$ cat config.mk
export PLATFORM = sky130hd
export DESIGN_NAME = iir_decim
export DESIGN_NICKNAME = d
export VERILOG_FILES = /design/src/rtl/iir_pkg.sv /design/src/rtl/iir_fifo.sv /design/src/rtl/iir_decim.sv
export SDC_FILE = /design/constraint.sdc
export NUM_CORES = 1
export LEC_CHECK = 0
export CORE_MARGIN = 8
export CORE_UTILIZATION = 35
export CTS_CLUSTER_SIZE = 24
export DETAILED_ROUTE_END_ITERATION = 10
export PLACE_DENSITY = 0.61
export SLEW_MARGIN = 20
export SYNTH_ARGS = -nofsm -noshare
export SYNTH_HDL_FRONTEND = slang
export SYNTH_SLANG_ARGS = --single-unit
$ cat constraint.sdc
create_clock -name clk -period 6.05 [get_ports clk]
set_input_delay 1.21 -clock clk [delete_from_list [all_inputs] [get_ports clk]]
set_output_delay 1.21 -clock clk [all_outputs]
set_load 0.005 [all_outputs]
$ cat src/rtl/iir_pkg.sv
// Shared helpers for the IIR signal chain: width calculations and the
// rounding offset used by power-of-two averaging.
package iir_pkg;

   // Counter width for a block of up to 2^lmax samples; never zero wide.
   function automatic int cnt_w(input int lmax);
      return (lmax > 0) ? lmax : 1;
   endfunction

   function automatic int sel_w(input int lmax);
      return (lmax > 0) ? $clog2(lmax + 1) : 1;
   endfunction

   // Half an LSB of the shifted result, for round-half-up.
   function automatic logic [31:0] rnd_ofs(input int r);
      return (r == 0) ? 32'd0 : (32'd1 << (r - 1));
   endfunction

endpackage

$ cat src/rtl/iir_fifo.sv
// Synchronous first-word-fall-through FIFO with a registered head output.
// A push into a full FIFO is accepted only when a pop frees a slot that cycle.
module iir_fifo #(
   parameter int W     = 10,
   parameter int DEPTH = 4
) (
   input  logic         clk,
   input  logic         rst,
   input  logic         push,
   input  logic [W-1:0] push_data,
   input  logic         pop,
   output logic [W-1:0] head,
   output logic         valid,
   output logic         full
);
   localparam int PW = $clog2(DEPTH);

   logic [W-1:0]  mem [DEPTH];
   logic [PW-1:0] rd_ptr, wr_ptr, rd_nxt;
   logic [PW:0]   count;
   logic          empty, do_push, do_pop;

   always_comb begin
      empty   = (count == '0);
      full    = (count == (PW + 1)'(DEPTH));
      valid   = !empty;
      do_pop  = pop && !empty;
      do_push = push && (!full || do_pop);
      rd_nxt  = rd_ptr + PW'(1);
   end

   always_ff @(posedge clk) begin
      if (do_push) mem[wr_ptr] <= push_data;
   end

   always_ff @(posedge clk) begin
      if (rst) begin
         rd_ptr <= '0;
         wr_ptr <= '0;
         count  <= '0;
         head   <= '0;
      end else begin
         if (do_push) wr_ptr <= wr_ptr + PW'(1);
         if (do_pop)  rd_ptr <= rd_nxt;
         if (do_push && !do_pop)      count <= count + (PW + 1)'(1);
         else if (do_pop && !do_push) count <= count - (PW + 1)'(1);
         // Head follows the next stored word; when the last word leaves while a
         // new one arrives, the memory write is not visible yet, so bypass it.
         if (do_pop) begin
            if (count > (PW + 1)'(1)) head <= mem[rd_nxt];
            else if (do_push)         head <= push_data;
         end else if (do_push && empty) begin
            head <= push_data;
         end
      end
   end

endmodule

$ cat src/rtl/iir_decim.sv
// Power-of-two boxcar decimator behind the IIR filter: averages 2^r samples
// with round-half-up and queues results on a valid/ready stream.
module iir_decim
   import iir_pkg::*;
#(
   parameter int DW        = 10,
   parameter int LOG2R_MAX = 4,
   parameter int DEPTH     = 4
) (
   input  logic                                 clk,
   input  logic                                 rst,
   input  logic                                 en,
   input  logic signed [DW-1:0]                 in,
   input  logic        [$clog2(LOG2R_MAX+1)-1:0] log2r,
   output logic                                 out_valid,
   input  logic                                 out_ready,
   output logic signed [DW-1:0]                 out,
   output logic                                 ovf,
   input  logic                                 clr_ovf
);
   localparam int AW = DW + LOG2R_MAX;
   localparam int CW = cnt_w(LOG2R_MAX);
   localparam int RW = $clog2(LOG2R_MAX + 1);

   typedef logic signed [DW-1:0] sample_t;
   typedef logic signed [AW-1:0] acc_t;

   acc_t          acc, sum, rnd, shifted;
   sample_t       res;
   logic [CW-1:0] cnt, last_cnt;
   logic [RW-1:0] r_cur, r_lim, r_eff;
   logic          last, push, pop, drop, full;

   always_comb begin
      r_lim    = (log2r > RW'(LOG2R_MAX)) ? RW'(LOG2R_MAX) : log2r;
      // The first sample of a block already uses the ratio it latches.
      r_eff    = (cnt == '0) ? r_lim : r_cur;
      last_cnt = CW'((32'd1 << r_eff) - 32'd1);
      last     = (cnt == last_cnt);
      sum      = acc + acc_t'(in);
      rnd      = sum + acc_t'(rnd_ofs(int'(r_eff)));
      shifted  = rnd >>> r_eff;
      res      = shifted[DW-1:0];
      push     = en && last;
      pop      = out_valid && out_ready;
      drop     = push && full && !pop;
   end

   always_ff @(posedge clk) begin
      if (rst) begin
         acc   <= '0;
         cnt   <= '0;
         r_cur <= '0;
         ovf   <= 1'b0;
      end else begin
         if (en) begin
            if (cnt == '0) r_cur <= r_lim;
            if (last) begin
               acc <= '0;
               cnt <= '0;
            end else begin
               acc <= sum;
               cnt <= cnt + CW'(1);
            end
         end
         if (drop)         ovf <= 1'b1;
         else if (clr_ovf) ovf <= 1'b0;
      end
   end

   iir_fifo #(
      .W     (DW),
      .DEPTH (DEPTH)
   ) u_fifo (
      .clk       (clk),
      .rst       (rst),
      .push      (push),
      .push_data (res),
      .pop       (pop),
      .head      (out),
      .valid     (out_valid),
      .full      (full)
   );

endmodule
### Word level (Yosys, flattened, before mapping)

Memory sizes are Yosys's and may differ from the RTL's.
Index checks and enable logic that the tools add are counted.
W data, S select, Z words.

| word-level totals | value |
|---|---|
| memories kept | 1 |
| bits in writable memories | 40 |
| logic and storage cells | 63 |
| flip-flop bits (word level) | 39 |
| output and inout port bits | 12 |
| input bits | 18 |

Memories:

| name | depth | width | rd ports | clocked after memory_dff | write ports | RTL line | text |
|---|---|---|---|---|---|---|---|
| u_fifo.mem | 4 | 10 | 1 | 0 | 1 | iir_fifo.sv:18 | `logic [W-1:0] mem [DEPTH];` |

| cells by class | value |
|---|---|
| $lt $le $gt $ge | 2 |
| shift-type cells | 3 |
| reduce and logical (&&, ||, !) cells | 22 |
| add/sub/neg operators | 9 |
| muxes and demuxes | 15 |
| equal/unequal tests | 3 |

Operator list:

| operator | count |
|---|---|
| $mux W10 | 4 |
| $shl A1 B32 Y14 const A | 1 |
| $mux W14 | 2 |
| $add A14 B10 Y14 | 1 |
| $add A14 B14 Y14 | 1 |
| $sshr A14 B3 Y10 | 1 |
| $mux W3 | 4 |
| $logic_and A1 B1 Y1 | 9 |
| $logic_not A3 Y1 | 2 |
| $reduce_bool A2 Y1 | 3 |
| $logic_not A1 Y1 | 5 |
| $add A2 B1 Y2 const B | 2 |
| $add A4 B1 Y4 const B | 1 |
| $eq A4 B4 Y1 | 1 |
| $logic_not A4 Y1 | 1 |
| $mux W1 | 4 |
| $mux W4 | 1 |
| $shl A1 B3 Y4 const A | 1 |
| $sub A3 B1 Y4 const B | 1 |
| $sub A4 B1 Y4 const B | 1 |
| $add A3 B1 Y3 const B | 1 |
| $eq A3 B3 Y1 const B | 1 |
| $gt A3 B1 Y1 const B | 1 |
| $gt A3 B3 Y1 const B | 1 |
| 4 further kinds | 4 |

### Longest topological paths before layout

Gate-level depths: netlist of run 1.

| logic depth | value |
|---|---|
| word-level depth | 12 |
| depth in mapped cells | 19 |
| gate-level depth less buffers | 19 |

### By module

Synthesis of run 1 repeated with hierarchy kept, for this count alone.

| second synthesis, totals | value |
|---|---|
| cell total of the unflattened synthesis | 532 |
| area, all modules | 5238.8 µm² |

By module, submodules not included:

| module | cells each | area an instance (µm²) | instances | seq. area each (µm²) |
|---|---|---|---|---|
| iir_decim | 362 | 2716.4 | 1 | 440.4 |
| iir_fifo | 170 | 2522.4 | 1 | 1541.5 |

### Worst setup path before layout of run 1

OpenSTA, ideal clock, no wires.

| timing path | value |
|---|---|
| path type | in2reg |
| start | input port log2r[0] |
| end | memory u_fifo.mem[0][7] (data pin) |
| library setup time | 0.274 ns |
| path slack | 0.865 ns |
| path buffers | 1 |
| stages on the path | 16 |
| data required time | 5.776 ns |
| data arrival time | 4.911 ns |
| cells stage by stage | nor2b_1 -> mux2i_2 -> clkbuf_1 -> ha_1 -> nor3_1 -> a21oi_1 -> nor2_1 -> ha_1 -> fa_1 -> a211oi_1 -> o211a_1 -> or4b_1 -> a31oi_1 -> or3_4 -> mux2_2 -> a211o_1 |

| on the way | value |
|---|---|
| cells in the longest elaborated chain, start to end | 8 |
| elaborated cells between the ends (all ways) | 9 |
| those cells by class | add/sub: 2; order compare: 1; shift: 2; mux: 3; reduce/logical: 1 |

RTL lines:

| item | RTL line | text |
|---|---|---|
| start: declaration | iir_decim.sv:14 | `input logic [$clog2(LOG2R_MAX+1)-1:0] log2r,` |
| $gt A3 B3 Y1 | iir_decim.sv:35 | `r_lim = (log2r > RW'(LOG2R_MAX)) ? RW'(LOG2R_MAX) : log2r;` |
| $mux W3 (*) | iir_decim.sv:35 |  |
| $mux W3 (*) | - |  |
| $sub A3 B1 Y4 | iir_pkg.sv:16 | `return (r == 0) ? 32'd0 : (32'd1 << (r - 1));` |
| $shl A1 B32 Y14 | iir_pkg.sv:16 |  |
| $mux W14 | iir_pkg.sv:16 |  |
| $add A14 B14 Y14 | iir_decim.sv:41 | `rnd = sum + acc_t'(rnd_ofs(int'(r_eff)));` |
| $sshr A14 B3 Y10 (*) | iir_decim.sv:42 | `shifted = rnd >>> r_eff;` |
| named net shifted[7] | iir_decim.sv:28 | `acc_t acc, sum, rnd, shifted;` |
| end: declaration | iir_fifo.sv:18 |  |

Mark *: on every way through the listed nets, which the timed path passes. The rest lies on a longest branch.

### Worst setup path in the final report of run 1

| timing path | value |
|---|---|
| start | input port in[0] |
| end | memory u_fifo.mem[1][7] (data pin) |

| on the way | value |
|---|---|
| cells in the longest elaborated chain, start to end | 3 |

RTL lines:

| item | RTL line | text |
|---|---|---|
| start: declaration | iir_decim.sv:13 | `input logic signed [DW-1:0] in,` |
| $add A14 B10 Y14 | iir_decim.sv:40 | `sum = acc + acc_t'(in);` |
| $add A14 B14 Y14 | iir_decim.sv:41 |  |
| $sshr A14 B3 Y10 | iir_decim.sv:42 |  |
| named net shifted[7] | iir_decim.sv:28 |  |

The timed path passes the listed nets, and every way through them passes these cells.

==> metrics.txt, run 1 <==
Tot Pwr=2.12 mW; CTS tree=done; WP data required=a little over 6 ns; Layout Nets=between 600 and 700; maximum clock insertion buffer count=2; Hold Path Stages=2; cts hold-fix bufs=0; chip height=between 100 and 150 um; Worst Slack Setup Final=0.613 ns; crit-path max FO=5; drt pass-1 iters=4; maximum VDD drop=0.176 mV; Async SR Flop Fraction=0%; most frequent cells in the layout=50 x nand2_1, 49 x a21oi_1, 48 x nor2_1; Primary FF master, synth=edfxtp_1; first-pass GRT wire length=between 20 and 25 mm; critical path arrival=~5.5 ns; commonest non-fill, non-tap cell in the layout=nand2_1; endpoint type of the worst setup path=flip-flop; worst skew pair latency=0.34 ns; gr ovfl total=0; die area=roughly 19,000 sq um; DR vias/cell=5.46; Avg Inst Size Synth=about 9.5 sq um; number of top-level pins=30; Fin Hold WS=~0.46 ns; Mapped Cells=roughly 550; Worst-Margin Slew=about 0.98 ns; Crit Path Class=primary input to flip-flop; max_cap viols=0; Final Util=between 40% and 50%; H-tree depth=3; Yosys top cell area share=between 20% and 30%; pre-CTS setup slack=between 0.3 and 0.4 ns; DRT iter0 DRCs=around 260; Netlist cell types=70; worst-case reg-to-reg path depth=17; synth-to-layout area growth=15.6%; routed vias=between 4,000 and 5,000; Final Skew=around 0.010 ns; Final Hold Fails=0; DR DRC count=0; unrepaired setup endpoints after global routing=no; slew margin rel.=about a third; largest net degree at the start of global routing=24; setup TNS=0 ns; CTS Root Cell=clkbuf_16; Synth Warn #=0; post-layout minimum cycle time=about 5.4 ns; routability cong.=~0.86; pwr/cell area=about 350 nW/um^2; Seq/Total Area, Yosys=37.8%; Max Fclk=approximately 180 MHz; Total GRT Usage=13.1%; Final period util=89.9%; synthesized area=between 5000 and 6000 sq um; post-DP HPWL=9.40 mm; share of post-route cells with drive strength above 1=under 10%; diodes inserted=0; drt wl/cell=between 15 and 20 um; Pins Over Slew Limit=0; fillers=about 1,400; Core Area=14,600 sq um; Post CTS Setup Buffer Count=0; cell taking the most area after synthesis=edfxtp_1; TritonCTS Buffers=9; clock slew at reported path FFs=roughly 0.070 ns; I/O Buffers=29; initial antenna violation count=0; Initial Util=a little over a third; startpoint types=primary input; Yosys reg bits=79; placement row count=44; status=finished clean; Final setup viols=0; worst min-delay path category=flip-flop to flip-flop; Synth area leaders=edfxtp_1 23%, dfxtp_1 15%, ha_1 9.8%, mux4_2 4.7%, a21oi_1 4.7%; Post-DRT Antenna Nets=0; vias in the first global route=between 4,000 and 5,000; CTS resizes=0; number of flops mapped to enable cells by yosys=40; Horiz. Die Dim=roughly 140 um; drt total wl=~13 mm; number of clock sinks=between 70 and 80; Leak Pwr=roughly 2.4 nW
-- layer usage --
layer  track usage, %  wire length, um  up-vias
li1                 -                -     2121
met4             4.52              177        0
met3             1.58              555        9
met2             21.6             6050       85
met5                0                0        -
met1             17.3             5890     2025
-- worst max-delay path: stages --
cell	delay [ns]
clkdlybuf4s50_1	0.47
ha_1	0.20
inv_1	0.07
fa_1	0.40
nor2b_1	0.12
o21ai_0	0.10
a21oi_1	0.26
o21bai_1	0.14
a21boi_0	0.21
o21ai_0	0.12
and2_1	0.15
ha_1	0.33
a21oi_1	0.25
nand2_1	0.08
a21oi_1	0.28
nor4_1	0.08
or3_4	0.38
mux2_2	0.29
a211o_1	0.35
-- kinds of logic (layout without fill, tap and decap cells) --
logic type / after synthesis / in the layout / share of synthesized area [%]
AOI/OAI and AO/OA: 159 / 159 / 19.7
xor gates and xnor gates: 23 / 23 / 3.84
adders and majority gates: 43 / 43 / 10.5
buffers and inverters: 49 / 84 / 3.79
DFF: 79 / 79 / 37.8
muxes: 27 / 27 / 8.18
other: 1 / 5 / 0.0715
and+or+nand+nor: 173 / 173 / 16.1
-- synth_stat cells (3+ instances only) --
cell type	number
a32o_1	4
o21ai_1	7
mux4_2	11
o21a_1	6
o211ai_1	7
or3_1	6
dfxtp_1	39
xnor2_1	15
and3_1	3
nor2b_1	7
or2_2	3
mux2i_1	10
clkbuf_1	13
nand3b_1	3
o211a_1	3
inv_1	26
a31oi_1	6
a21o_1	9
nor3_1	10
nand4_1	3
edfxtp_1	40
nor2_1	48
mux2_2	4
a211oi_1	12
buf_2	3
buf_1	4
xor2_1	8
nand2_1	50
o21ai_0	26
nand2b_1	4
and2_1	7
a21oi_1	49
a32oi_1	5
ha_1	41
nand3_1	18
-- registers in the layout, indices dropped and copies added, names as in the netlist --
name / flops
acc: 14
u_fifo.count: 3
cnt: 4
ovf: 1
u_fifo.head: 10
u_fifo.mem: 40
u_fifo.wr_ptr: 2
u_fifo.rd_ptr: 2
r_cur: 3
-- through the flow --
stage	instance area (sq um)	instances
detailed placement	5770	761
global placement	5770	761
CTS	6070	777
floorplan	5260	558
global route	6070	777
finish	6070	777
-- worst paths after layout --
check	startpoint	end	slack [ns]
max	in[0]	u_fifo.mem[1][7]$_DFFE_PP_	0.61
min	acc[0]$_SDFFE_PP0P_	acc[0]$_SDFFE_PP0P_	0.46
max reg2reg	cnt[0]$_SDFFE_PP0P_	u_fifo.mem[2][1]$_DFFE_PP_	1.16
min reg2reg	acc[0]$_SDFFE_PP0P_	acc[0]$_SDFFE_PP0P_	0.46
-- layout make-up --
class / count / area, sq um / area share, %
Clock buffer: 9 / 225 / 3.71
Clock inverter: 7 / 66.3 / 1.09
Inverter: 27 / 101 / 1.67
Multi-Input combinational cell: 430 / 3080 / 50.8
Sequential cell: 79 / 1980 / 32.7
Tap cell: 184 / 230 / 3.80
Timing Repair Buffer: 41 / 380 / 6.27
-- report_power, final --
group / switching [mW] / total (mW) / internal (mW) / leakage (nW)
sequential: 0.0451 / 0.700 / 0.655 / 0.679
clock: 0.241 / 0.527 / 0.286 / 0.135
combinational: 0.513 / 0.895 / 0.382 / 1.54
(Power assumes the default switching activity.)
==> run 2, diff against run 1 <==
==> constraint.sdc (replaced) <==
create_clock -name clk -period 6.05 [get_ports clk]
set_input_delay 1.21 -clock clk [delete_from_list [all_inputs] [get_ports clk]]
set_output_delay 1.21 -clock clk [all_outputs]
set_load 0.01 [all_outputs]
==> results of run 2 <==
Same layout as run 1 (identical final DEF). Status: finished clean.
Among the figures that moved: total power 2.12 mW -> 2.13 mW
